**src/rtl/bus_ctrl_pkg.sv**
```systemverilog
// Shared definitions for the multiplexed external bus cycle controller:
// sequencer state encoding, bus phase codes and the default wait limit.
package bus_ctrl_pkg;

   typedef enum logic [2:0] {
      ST_IDLE = 3'd0,
      ST_AH   = 3'd1,
      ST_AL   = 3'd2,
      ST_DATA = 3'd3,
      ST_ACK  = 3'd4
   } state_t;

   localparam logic [1:0] PH_IDLE = 2'b00;
   localparam logic [1:0] PH_AH   = 2'b01;
   localparam logic [1:0] PH_AL   = 2'b10;
   localparam logic [1:0] PH_DATA = 2'b11;

   localparam int WAIT_LIMIT_DEFAULT = 16;

endpackage

```
**src/rtl/bus_arbiter.sv**
```systemverilog
// Two-way arbiter: data requests win, but a waiting fetch is never passed over
// by two consecutive data grants. Remembers the last grant for that purpose.
module bus_arbiter (
   input  logic clk,
   input  logic rst_n,
   input  logic f_req,
   input  logic d_req,
   input  logic grant_en,
   output logic gnt_valid,
   output logic gnt_data
);

   logic last_data_q;
   logic last_data_d;

   always_comb begin
      gnt_valid   = f_req | d_req;
      gnt_data    = d_req & ~(last_data_q & f_req);
      last_data_d = last_data_q;
      if (grant_en && gnt_valid) begin
         last_data_d = gnt_data;
      end
   end

   // Out of reset the last grant counts as fetch, so data wins the first tie.
   always_ff @(posedge clk) begin
      if (!rst_n) begin
         last_data_q <= 1'b0;
      end else begin
         last_data_q <= last_data_d;
      end
   end

endmodule

```
**src/rtl/bus_cycle_controller.sv**
```systemverilog
// Sequences one access at a time over an 8-bit multiplexed bus:
// address-high, address-low, then data with ready/timeout handling.
module bus_cycle_controller
   import bus_ctrl_pkg::*;
#(
   parameter int WAIT_LIMIT = WAIT_LIMIT_DEFAULT
) (
   input  logic        clk,
   input  logic        rst_n,
   input  logic        f_req,
   input  logic [15:0] f_addr,
   input  logic        d_req,
   input  logic        d_we,
   input  logic [15:0] d_addr,
   input  logic [7:0]  d_wdata,
   output logic        f_ack,
   output logic        d_ack,
   output logic [7:0]  rdata,
   output logic        err,
   output logic [7:0]  bus_addr,
   output logic [7:0]  bus_dout,
   output logic [7:0]  bus_oe,
   input  logic [7:0]  bus_din,
   input  logic        bus_rdy,
   output logic [1:0]  bus_phase,
   output logic        bus_we
);

   localparam int CW = $clog2(WAIT_LIMIT + 1);
   localparam logic [CW-1:0] LAST_WAIT = CW'(WAIT_LIMIT - 1);

   state_t        state_q, state_d;
   logic [15:0]   addr_q, addr_d;
   logic          we_q, we_d;
   logic [7:0]    wdata_q, wdata_d;
   logic          is_data_q, is_data_d;
   logic [CW-1:0] wait_cnt_q, wait_cnt_d;
   logic          err_q, err_d;
   logic [7:0]    rdata_q, rdata_d;

   logic grant_en;
   logic gnt_valid;
   logic gnt_data;

   assign grant_en = (state_q == ST_IDLE);

   bus_arbiter u_arbiter (
      .clk       (clk),
      .rst_n     (rst_n),
      .f_req     (f_req),
      .d_req     (d_req),
      .grant_en  (grant_en),
      .gnt_valid (gnt_valid),
      .gnt_data  (gnt_data)
   );

   always_ff @(posedge clk) begin
      if (!rst_n) begin
         state_q    <= ST_IDLE;
         addr_q     <= '0;
         we_q       <= 1'b0;
         wdata_q    <= '0;
         is_data_q  <= 1'b0;
         wait_cnt_q <= '0;
         err_q      <= 1'b0;
         rdata_q    <= '0;
      end else begin
         state_q    <= state_d;
         addr_q     <= addr_d;
         we_q       <= we_d;
         wdata_q    <= wdata_d;
         is_data_q  <= is_data_d;
         wait_cnt_q <= wait_cnt_d;
         err_q      <= err_d;
         rdata_q    <= rdata_d;
      end
   end

   always_comb begin
      state_d    = state_q;
      addr_d     = addr_q;
      we_d       = we_q;
      wdata_d    = wdata_q;
      is_data_d  = is_data_q;
      wait_cnt_d = wait_cnt_q;
      err_d      = err_q;
      rdata_d    = rdata_q;
      case (state_q)
         ST_IDLE: begin
            if (gnt_valid) begin
               state_d   = ST_AH;
               is_data_d = gnt_data;
               if (gnt_data) begin
                  addr_d  = d_addr;
                  we_d    = d_we;
                  wdata_d = d_wdata;
               end else begin
                  addr_d  = f_addr;
                  we_d    = 1'b0;
                  wdata_d = 8'h00;
               end
            end
         end
         ST_AH:   state_d = ST_AL;
         ST_AL:   state_d = ST_DATA;
         ST_DATA: begin
            if (bus_rdy) begin
               state_d = ST_ACK;
               if (!we_q) begin
                  rdata_d = bus_din;
               end
            end else begin
               wait_cnt_d = wait_cnt_q + CW'(1);
               // This not-ready cycle is the one that brings the count to the limit.
               if (wait_cnt_q == LAST_WAIT) begin
                  state_d = ST_ACK;
                  err_d   = 1'b1;
                  if (!we_q) begin
                     rdata_d = 8'hFF;
                  end
               end
            end
         end
         ST_ACK: begin
            state_d    = ST_IDLE;
            wait_cnt_d = '0;
            err_d      = 1'b0;
         end
         default: state_d = ST_IDLE;
      endcase
   end

   always_comb begin
      f_ack     = 1'b0;
      d_ack     = 1'b0;
      err       = 1'b0;
      bus_addr  = 8'h00;
      bus_dout  = 8'h00;
      bus_oe    = 8'h00;
      bus_phase = PH_IDLE;
      bus_we    = 1'b0;
      case (state_q)
         ST_AH: begin
            bus_phase = PH_AH;
            bus_addr  = addr_q[15:8];
         end
         ST_AL: begin
            bus_phase = PH_AL;
            bus_addr  = addr_q[7:0];
         end
         ST_DATA: begin
            bus_phase = PH_DATA;
            bus_addr  = addr_q[7:0];
            bus_we    = we_q;
            if (we_q) begin
               bus_dout = wdata_q;
               bus_oe   = 8'hFF;
            end
         end
         ST_ACK: begin
            f_ack = ~is_data_q;
            d_ack = is_data_q;
            err   = err_q;
         end
         default: ;
      endcase
   end

   assign rdata = rdata_q;

endmodule
```
**config.mk**
```make
export PLATFORM = sky130hd
export DESIGN_NAME = bus_cycle_controller
export DESIGN_NICKNAME = d
export VERILOG_FILES = /design/src/rtl/bus_ctrl_pkg.sv /design/src/rtl/bus_arbiter.sv /design/src/rtl/bus_cycle_controller.sv
export SDC_FILE = /design/constraint.sdc
export NUM_CORES = 1
export LEC_CHECK = 0
export CORE_UTILIZATION = 42
export CTS_BUF_LIST = sky130_fd_sc_hd__clkbuf_16
export DETAILED_ROUTE_END_ITERATION = 6
export HOLD_SLACK_MARGIN = 0.12
export PLACE_DENSITY = 0.82
export SLEW_MARGIN = 5
export SYNTH_ARGS = -nofsm -noshare
export SYNTH_HDL_FRONTEND = slang
export SYNTH_SLANG_ARGS = --single-unit
```
**constraint.sdc**
```tcl
create_clock -name clk -period 1.8 [get_ports clk]
set_input_delay 0.45 -clock clk [delete_from_list [all_inputs] [get_ports clk]]
set_output_delay 0.45 -clock clk [all_outputs]
set_load 0.1 [all_outputs]
```
==> metrics.yaml, run 1 <==
status: "complete, but fails checks"
violations: "DRC, setup timing"
async_reset_ff_share_pct: 0
routed_wl_mm: 6.573
rsz0062_at_grt: "yes"
grt.overflow.total: 0
dp_hpwl_mm: 4.494
drt_pass1_iterations: 7
via_count: 2282
skew_ns: 0.007744
yosys.area.top_type: "dfxtp_1"
coreArea_sq_um: 4786
io_buffers: 91
die_h_um: 73.17
post_synth_num_cell_types: 33
fin_cells: 417
nets: 405
synth_edf_count: 0
finalMaxSlewViolations: 0
critical_path_class: "reg -> out"
vdd_drop_max_v: 0.0004653
grt_usage_pct: 24.22
yosys-top-cells-area: "dfxtp_1, a222oi_1, nand2_1"
clkSinkCount: 43
drtIter0Drc: 157
syn-num-nets: 313
rows: 25
fp.dieW_um: 73.17
htreeDepth: 2
synthFlopType: "dfxtp_1"
synth.top_cells.by_count: "dfxtp_1, nand2_1, inv_1"
p_switching_mw: 0.9188
min_period_over_period_pct: 105.4
vias_per_cell: 5.472
endpoint_kind: "primary output"
start_util_pct: 44.44
dp_cells: 402
ant_nets: 0
yosysTopAreaCellShare_pct: 40.47
cts_buffers: 5
grt_pass1_vias: 2244
finalSetupViolCount: 24
layout-drive-gt1-share_pct: 33.71
arrival_ns: 1.45
p_leak_nw: 1.575
yosysMostFrequentCell: "dfxtp_1"
netlist_area_sq_um: 2127
p_int_mw: 2.088
pwr-share-comb_pct: 30.1
syn_inst: 257
placed_area_sq_um: 3592
wl_per_cell_um: 15.76
area.growth.synth_to_final_pct: 81.29
period_needed_ns: 1.897
postLayoutCellArea_sq_um: 3856
slew_headroom_pct: 69.38
p_sw_share_pct: 30.56
startpoint_type: "flop"
path_clk_slew_ns: 0.06
hold_path.class: "reg -> reg"
io_pins: 92
final.setup.worst_slack_ns: -0.09657
powerDensity_nw_per_um2: 779.7
insertedDiodeCount: 0
synth-seq-area-share_pct: 40.47
hold_ws_ns: 0.4745
tritoncts: "built"
worstPathMaxFanout: 9
dieArea_sq_um: 5353
power_mw: 3.007
fmax_mhz: 527.3
worstMarginPinSlew_ns: 0.4559
grt_max_degree: 26
clkPwrFrac_pct: 33.1
sequentialPowerShare_pct: 36.8
cts_buffer_depth: 2
antenna_found_initial: 0
cap_violations: 0
setup_tns_ns: -1.582
clockRootBuffer: "clkbuf_16"
place.gp.congestion: 0.8287
avgSynthCellArea_sq_um: 8.276
drc: 7
ys_seq_elements: 43
cp.required_ns: 1.35
timing_hold_violations_final: 0
clock_latency_ns: 0.28
yosysWarnings: 0
rrSetupSlack_ns: 0.08
grt_pass1_wl_mm: 9.963
-- metal layers --
metal	up-vias	share of wire (%)	global-route usage (%)
met5	-	0	0
met4	0	3.5	9.368
met3	20	5.8	4.834
met2	102	52	44.65
met1	1089	39	27.11
li1	1071	-	-
-- worst paths after layout --
path / cells after the start / endpoint / startpoint
worst min register to register: 2 / wait_cnt_q[1] / wait_cnt_q[1]
worst max-delay path: 4 / bus_oe[0] / state_q[0]
worst min-delay path: 2 / wait_cnt_q[1] / wait_cnt_q[1]
worst max register to register: 6 / addr_q[13] / state_q[1]
-- logic make-up (layout without fill, tap and decap cells) --
logic type	after synthesis	in the layout	synth area share (%)
simple gates	89	90	23.12
buf+inv	62	154	12.88
compound gates	60	60	21.94
flops	43	43	40.47
fa+ha+maj	2	2	1.176
xor+xnor	1	1	0.4118
-- power groups by stage --
stage          logic (mW)  clock network, mW  registers [mW]
3_3_place_gp        0.836                  0            1.12
6_report            0.904              0.996            1.11
5_1_grt             0.944               1.03            1.12
2_1_floorplan       0.474                  0            1.14
3_5_place_dp        0.852                  0            1.12
4_1_cts             0.874               1.01            1.10
-- cells in the final DEF, fill, tap and decap left out, types with 8 or more instances in the layout --
cell type        instances
inv_1                   34
clkdlybuf4s50_1         53
a21oi_1                 14
buf_4                   16
and2_4                   8
o221a_2                  8
a222oi_1                16
buf_12                  40
nand2_1                 39
a31o_2                   9
nand3b_1                 8
dfxtp_1                 40
-- cell type report --
cell class	count	area (sq um)
tap	67	83.83
fill	265	929.6
inverter	34	127.6
timing repair buffer	112	1489
multi-input combinational	153	1120
sequential	43	872.1
clock inverter	3	38.79
clock buffer	5	125.1
-- what timing repair did --
action | in CTS | in global routing
setup endpoints to repair | 28 | 44
gates cloned | 1 | 1
pin swaps | 4 | 6
gates resized for setup | 9 | 8
endpoints found under the hold margin | 0 | 0
buffers inserted | 3 | 2
hold buffers | 0 | 0
-- sequential cells by signal, summed over array words and instances (netlist names) --
signal and flops:
addr_q 16, err_q 1, rdata 8, state_q 3, u_arbiter.last_data_q 1, wait_cnt_q 5
wdata_q 8, we_q 1
-- worst max-delay path: stages, from the launching register on --
cell and delay (ns):
dfxtp_4 0.37, nor2b_4 0.18, and3_4 0.25, buf_12 0.18
buf_12 0.18
-- per-stage QoR --
step / setup WS (ns) / util (%)
final: -0.09657 / 80.58
after global routing: -0.1402 / 80.58
after CTS: -0.07583 / 79.58
after detailed placement: -0.08943 / 75.06
after global placement: -0.05342 / 75.06
after floorplan: -0.4742 / -
Power figures use the tool's default switching activity.
==> inputs of run 2 (changes only) <==
--- a/config.mk
+++ b/config.mk
@@ -5,6 +5,7 @@
 export SDC_FILE = /design/constraint.sdc
 export NUM_CORES = 1
 export LEC_CHECK = 0
+export CORE_ASPECT_RATIO = 0.8
 export CORE_UTILIZATION = 42
 export CTS_BUF_LIST = sky130_fd_sc_hd__clkbuf_16
 export DETAILED_ROUTE_END_ITERATION = 6
==> run 2 against run 1 <==
The run ends with setup timing left. Die area about the same. Sequential share of layout area decreased by 0.49 points. Clock-buffer cell count unchanged. Sequential power about the same. Setup slack got worse by 0.027 ns. Wire length increased by 15%. Hold slack improved by 0.019 ns. Critical path depth unchanged. Highest routed layer unchanged. Design area increased by 2.2%. Flip-flop and latch count unchanged.
==> metrics.yaml, run 2 (synthesis results as in run 1) <==
coreArea_sq_um: 4735  # -1.1%
finalMaxSlewViolations: 0  # unchanged
cap_violations: 0  # unchanged
startpoint_type: "flop"
ant_nets: 0  # unchanged
finalSetupViolCount: 26  # +8.3%
wl_per_cell_um: 18.28  # +16%
grt_max_degree: 20  # -23%
worstPathMaxFanout: 7  # -2
rsz0062_at_grt: "yes"
io_buffers: 91  # unchanged
postLayoutCellArea_sq_um: 3941  # +2.2%
sequentialPowerShare_pct: 34.7  # -2.1 points
grt.overflow.total: 0  # unchanged
top_register: "addr_q"
p_leak_nw: 1.619  # +2.8%
insertedDiodeCount: 0  # unchanged
htreeDepth: 2  # unchanged
clockRootBuffer: "clkbuf_16"
p_switching_mw: 0.9586  # +4.3%
endpoint_kind: "primary output"
antenna_found_initial: 0  # unchanged
hold_path.class: "reg -> reg"
grt_pass1_wl_mm: 11.57  # +16%
fin_cells: 413  # -0.96%
place.gp.congestion: 0.8002  # -3.4%
crit_path_max_incr_delay_ns: 0.38  # about the same
fmax_mhz: 519.8  # -1.4%
worstMarginPinSlew_ns: 0.5018  # +0.04586 ns
rows: 22  # -12%
clock_latency_ns: 0.29  # about the same
nets: 408  # +0.74%
final.setup.worst_slack_ns: -0.1238  # -0.02726 ns
final_common_cell: "clkdlybuf4s50_1"
placed_area_sq_um: 3611  # +0.52%
drt_pass1_iterations: 5  # -2
period_needed_ns: 1.924  # +0.02726 ns
clkPwrFrac_pct: 36.3  # +3.2 points
timing_hold_violations_final: 0  # unchanged
powerDensity_nw_per_um2: 810.7  # +4.0%
critical_path_class: "reg -> out"
dp_slack_ns: -0.09819  # -0.008763 ns
dp_cells: 397  # -1.2%
cp.required_ns: 1.35  # about the same
drtIter0Drc: 232  # +48%
p_sw_share_pct: 30.00  # -0.56 points
layout-drive-gt1-share_pct: 34.28  # +0.56 points
path_cells: "buf_6 > nand3b_1 > a21oi_4 > buf_12"
pwr-share-comb_pct: 29.0  # -1.1 points
area.growth.synth_to_final_pct: 85.29
dp_hpwl_mm: 4.674  # +4.0%
p_int_mw: 2.237  # +7.1%
cts_buffer_depth: 2  # unchanged
hold_ws_ns: 0.4932  # +0.01867 ns
cts_buffers: 5  # unchanged
cts_hold_buf: 0  # unchanged
violations: "setup timing"
routed_wl_mm: 7.550  # +15%
io_pins: 92  # unchanged
path_clk_slew_ns: 0.06  # about the same
rrSetupSlack_ns: 0.09  # about the same
grt_usage_pct: 28.94  # +4.7 points
fp.dieW_um: 81.57  # +11%
vdd_drop_max_v: 0.0005286  # +14%
min_period_over_period_pct: 106.9  # +1.5 points
via_count: 2392  # +4.8%
grt_pass1_vias: 2360  # +5.2%
clkSinkCount: 43  # unchanged
tritoncts: "built"
mostFrequentLayoutCells: "clkdlybuf4s50_1, buf_12, nand2_1, dfxtp_1, inv_1"
arrival_ns: 1.47  # +0.02 ns
vias_per_cell: 5.792  # +5.8%
start_util_pct: 44.93  # +0.48 points
largest_reg_flops: 16  # unchanged
drc: 0  # -7
skew_ns: 0.004312  # -0.003432 ns
critPathSlowestCell: "dfxtp_4"
die_h_um: 65.65  # -10%
status: "complete, but fails checks"
dieArea_sq_um: 5355  # about the same
slew_headroom_pct: 66.30  # -3.1 points
==> run 2: cell types whose count changed in the layout (fill, tap and decap cells not counted), sizes merged <==
cell | previous run | this run
buf | 59 | 61
bufinv | 1 | 2
clkbuf | 5 | 6
clkinv | 2 | 0
inv | 34 | 35
==> run 2: critical path, delay by kind of cell (launching register included) <==
| kind | cells | cell delay [ns] |
|---|---|---|
| AOI/OAI and AO/OA | 1 | 0.22 |
| buffers and inverters | 2 | 0.34 |
| DFF | 1 | 0.38 |
| and+or+nand+nor | 1 | 0.25 |
==> run 2: what timing repair did <==
action / CTS / global route
cloned: 2 / 1
buffers inserted: 4 / 1
endpoints found under the setup margin: 33 / 38
pin swaps: 9 / 4
gates resized for setup: 15 / 6
==> run 2: final cells by class <==
| class | count | area, sq um |
|---|---|---|
| clock inverters | 3 | 63.81 |
| inverters | 34 | 127.6 |
| clock buffers | 5 | 125.1 |
| well taps | 60 | 75.07 |
| fillers | 257 | 793.3 |
| multi-input cells | 153 | 1119 |
| flip-flops and latches | 43 | 872.1 |
| repair buffers | 115 | 1559 |
==> run 2: layer usage <==
metal | up-vias | track usage (%) | part of all wire, %
met2 | 143 | 49.58 | 49
met4 | 0 | 12.28 | 3.4
met1 | 1135 | 34.18 | 39
met3 | 28 | 6.806 | 7.9
met5 | - | 0 | 0
li1 | 1086 | - | -
==> run 2: final timing paths <==
path / from / end / cells past startpoint
setup / recovery: state_q[1] / bus_addr[1] / 4
hold / removal: addr_q[8] / addr_q[8] / 2
setup reg to reg: wait_cnt_q[0] / rdata[7] / 6
hold reg to reg: addr_q[8] / addr_q[8] / 2
==> run 2: stage by stage <==
stage                     utilization, %  TNS, ns  power, mW
after global routing               83.25   -2.399      3.283
after global placement             76.27  -0.4004      1.965
after detailed placement           76.27   -1.609      1.988
after CTS                          82.11  -0.7480      3.150
final                              83.25   -1.428      3.195
after floorplan                        -   -9.467      1.615
==> run 2: power groups by stage <==
stage,Combinational (mW),Sequential (mW),Clock (mW)
after floorplan,0.474,1.14,0
after global placement,0.849,1.12,0
after detailed placement,0.868,1.12,0
after CTS,0.895,1.10,1.15
after global routing,0.965,1.12,1.20
final,0.925,1.11,1.16
==> patch 1, RTL diff (settings of run 2) <==
Set the package constant `WAIT_LIMIT_DEFAULT` to 32 (it was 16).
--- a/src/rtl/bus_ctrl_pkg.sv
+++ b/src/rtl/bus_ctrl_pkg.sv
@@ -16,5 +16,5 @@
    localparam logic [1:0] PH_DATA = 2'b11;
 
-   localparam int WAIT_LIMIT_DEFAULT = 16;
+   localparam int WAIT_LIMIT_DEFAULT = 32;
 
 endpackage
Behaviour: no difference found for any inputs over 10 cycles, from zero or initial values and one cycle with rst_n low; that may be too few to reach the edited logic, so the function may still have changed.
==> patch 1 against run 2 <==
The flow still finishes with violations (negative setup slack). Routed wire length up 4.2%. Hold slack worse by 0.0015 ns. Worst setup slack worse by 0.018 ns. First-iteration DRC count down 22%. Synthesized area up 9.2%. Power down 4.7%. Sequential cell count up 1. Final area up 4.4%. Critical endpoint is now bus_dout[4]. Highest routed layer unchanged.
==> patch 1: results (changes against run 2) <==
- Status: finished with violations
- Failing checks: negative setup slack
- Mapped Nets: 314 (+0.32%)
- DRT Pass-1 Iters: 4 (-1)
- Initial DRC Count: 181 (-22%)
- Setup_tns: -2.01 ns (-0.585 ns)
- Worst slew margin: 71.8% (+5.5 points)
- Hpwl dp: 5.04 mm (+7.8%)
- WP data arrival: 1.49 ns (+0.02 ns)
- Placer Congestion: 0.797 (-0.45%)
- Synth Area in Compound Gates: 30.4% (+8.5 points)
- Final WL: 7.87 mm (+4.2%)
- Layout net count: 412 (+0.98%)
- Crit Path Max Fanout: 6 (-1)
- Pre-CTS WS: -0.556 ns (-0.458 ns)
- Static leakage: 1.49 nW (-7.8%)
- Layout Utilization: 79.9% (-3.4 points)
- Postcts setup bufs: 5 (+1)
- FF-to-FF path depth: 5 (-1)
- Vias after detailed routing: 2,482 (+3.8%)
- First-pass GRT wire length: 12.2 mm (+5.5%)
- Post-route setup slack: -0.142 ns (-0.0179 ns)
- Reg2reg start: state_q[0]
- PostCTS Resize Cnt: 13 (-2)
- Fmax: 515 MHz (-0.92%)
- Post-synth cell types: 39 (+18%)
- Xor/xnor cell area share of the yosys netlist: 0.377% (-0.035 points)
- Crit path to: bus_dout[4]
- Largest net degree at the start of global routing: 39 (+95%)
- GRT Total Usage: 27.6% (-1.3 points)
- Vias in the first global route: 2,449 (+3.8%)
- Layout cell share with drive strength beyond 1: 35.2% (+0.92 points)
- Placed Area: 0.00379 sq mm (+5.1%)
- Final setup viols: 24 (-7.7%)
- Worst vdd ir: 0.000559 V (+5.8%)
- Sequential-to-total area share from yosys stat: 37.9% (-2.6 points)
- WHS: 0.492 ns (-0.00146 ns)
- CP top delay family: buffers and inverters
- Psw: 926 uW (-3.4%)
- Mean Syn Cell Area: 8.97 sq um (+8.4%)
- Clock Power: 1.01 mW (-13%)
- List of most frequent post-synthesis cells: 44 x dfxtp_1, 20 x o21ai_0, 16 x o221a_2, 16 x o32a_1, 15 x nand2_1
- Clk_skew: 0.00224 ns (-0.00207 ns)
[patch 1: cell types whose count changed after synthesis, moves of 9 or more]
cell      delta
nand2_1     -25
o21ai_0     +16
o32a_1      +16
inv_1       -23
nand3_1      +9
a222oi_1    -16
a31o_2       -9
a21boi_0    +11
[patch 1: worst min-delay path by stage]
stage,from,to
floorplan,err_q,err_q
global placement,err_q,err_q
detailed placement,err_q,err_q
CTS,err_q,err_q
global route,wait_cnt_q[1],wait_cnt_q[1]
finish,err_q,err_q
[patch 1: metal layers]
layer / up-vias / share of wire, % / GRT usage [%]
met2: 117 / 51 / 51.3
met1: 1190 / 39 / 29.8
li1: 1161 / - / -
met5: - / 0 / 0
met3: 14 / 8.0 / 9.05
met4: 0 / 2.1 / 11.2
[patch 1: final cells by class]
cell class              instances  area share, %
repair buffers                122           39.0
flip-flops and latches         44           21.6
clock inverters                 3          0.912
clock buffers                   5           3.04
multi-input cells             173           32.5
inverters                      11           1.09
well taps                      62           1.89
==> patch 2, RTL diff (flow settings as in run 2) <==
Made on the original files. Reset style: asynchronous (`rst_n`), changed in 2 clocked blocks.
--- a/src/rtl/bus_arbiter.sv
+++ b/src/rtl/bus_arbiter.sv
@@ -24,5 +24,5 @@
 
    // Out of reset the last grant counts as fetch, so data wins the first tie.
-   always_ff @(posedge clk) begin
+   always_ff @(posedge clk or negedge rst_n) begin
       if (!rst_n) begin
          last_data_q <= 1'b0;
--- a/src/rtl/bus_cycle_controller.sv
+++ b/src/rtl/bus_cycle_controller.sv
@@ -55,5 +55,5 @@
    );
 
-   always_ff @(posedge clk) begin
+   always_ff @(posedge clk or negedge rst_n) begin
       if (!rst_n) begin
          state_q    <= ST_IDLE;
Check against the original RTL: differs if rst_n is asserted again (counterexample within 4 cycles, from zero or initial values and one cycle with rst_n low); with rst_n held inactive, the same outputs for 10 cycles.
==> patch 2 against run 2 <==
First-iteration DRC count shrank 46%. Sequential cell count did not move. The run ends with design-rule violations, negative setup slack left. Worst setup slack got worse by 0.096 ns. Clock skew up 0.00051 ns. Final area is 2.1% higher. Synthesized area is 6.6% higher. Routed wire length down 9.0%. Cell count shrank 12%. Count of clock-buffer cells in the layout unchanged. Sequential share of layout area grew 4.6 points. Critical path type unchanged.
Power is not compared: it rests on default switching activity, and its combinational part moved more than twofold at a synthesized area within 25%.
==> patch 2: results (changes against run 2) <==
- Status: finished with violations
- Mux contribution to synthesized area: 3.97% (+4.0 points)
- Area added between synthesis and finish: 77.4%
- Mean Syn Cell Area: 11.3 sq um (+37%)
- Final WL: 6.87 mm (-9.0%)
- Adder-Cell Fraction of Synth Area: 1.10% (-0.073 points)
- Failing checks: design-rule violations, negative setup slack
- CP top delay family: simple AND/OR/NAND/NOR gates
- Vias in the first global route: 2,124 (-10%)
- Xor/xnor cell area share of the yosys netlist: 0% (-0.41 points)
- Synth async-reset ratio: 100% (+100 points)
- Multi-input comb cells: 134 (-12%)
- Worst Setup SP: state_q[2]
- DP Cell Count: 351 (-12%)
- Tightest Hold Check Type: in -> async
- Met1 Use GR: 29.4% (-4.7 points)
- GRT Total Usage: 24.2% (-4.7 points)
- Final setup viols: 28 (+7.7%)
- Largest net degree at the start of global routing: 44 (+120%)
- DRC: 6 (+6)
- Syn Inst Count: 200 (-22%)
- Crit Path Max Fanout: 6 (-1)
- Post-route setup slack: -0.219 ns (-0.0956 ns)
- Wire per inst: 18.8 um (+2.9%)
- Clk_skew: 0.00482 ns (+0.000506 ns)
- Seq Cell Count: 43 (unchanged)
- Layout cell share with drive strength beyond 1: 44.9% (+11 points)
- Setup_tns: -4.65 ns (-3.22 ns)
- Layout net count: 358 (-12%)
- Top post-synthesis cells by area: dfrtp_1 47%, o221a_2 7.9%, nand3b_1 5.3%, mux2_2 4.0%, a22o_1 3.9%
- Mapped Nets: 256 (-18%)
- Filler instances: 296 (+15%)
- Sequential-to-total area share from yosys stat: 47.4% (+7.0 points)
- Met3 Usage GRT: 4.16% (-2.6 points)
- Post-synth cell types: 35 (+6.1%)
- FF/Latch Area: 0.00108 sq mm (+23%)
- DRT Pass-1 Iters: 6 (+1)
- Logic inverters: 2 (-94%)
- Placed Area: 0.00372 sq mm (+3.0%)
- CP max stage cell: dfrtp_1
-- patch 2: final timing paths --
path / end / slack (ns) / depth (start not counted)
setup reg to reg: rdata[2] / 0.05 / 7
setup / recovery: bus_oe[0] / -0.22 / 4
min in group clk: wdata_q[3] / 0.51 / 1
hold reg to reg: wdata_q[3] / 0.51 / 1
max in group asynchronous: wait_cnt_q[2] / 1.18 / 2
hold / removal: addr_q[9] / 0.24 / 2
-- patch 2: metal layers --
metal  wire [um]  vias up  part of all wire [%]
met2        3760       53                    55
met3         253        9                   3.7
li1            -      945                     -
met1        2770     1000                    40
met4          84        0                   1.2
met5           0        -                     0
-- patch 2: cells by family after synthesis --
logic type	count (synthesis)
mux	8
buf+inv	24
fa+ha+maj	2
compound gates	51
flops	43
simple gates	72
-- patch 2: what timing repair did --
action / in CTS / in global routing
gates cloned: 1 / 1
buffers inserted: 4 / 0
gates resized for setup: 13 / 10
setup endpoints to repair: 53 / 62
pin swaps: 5 / 6
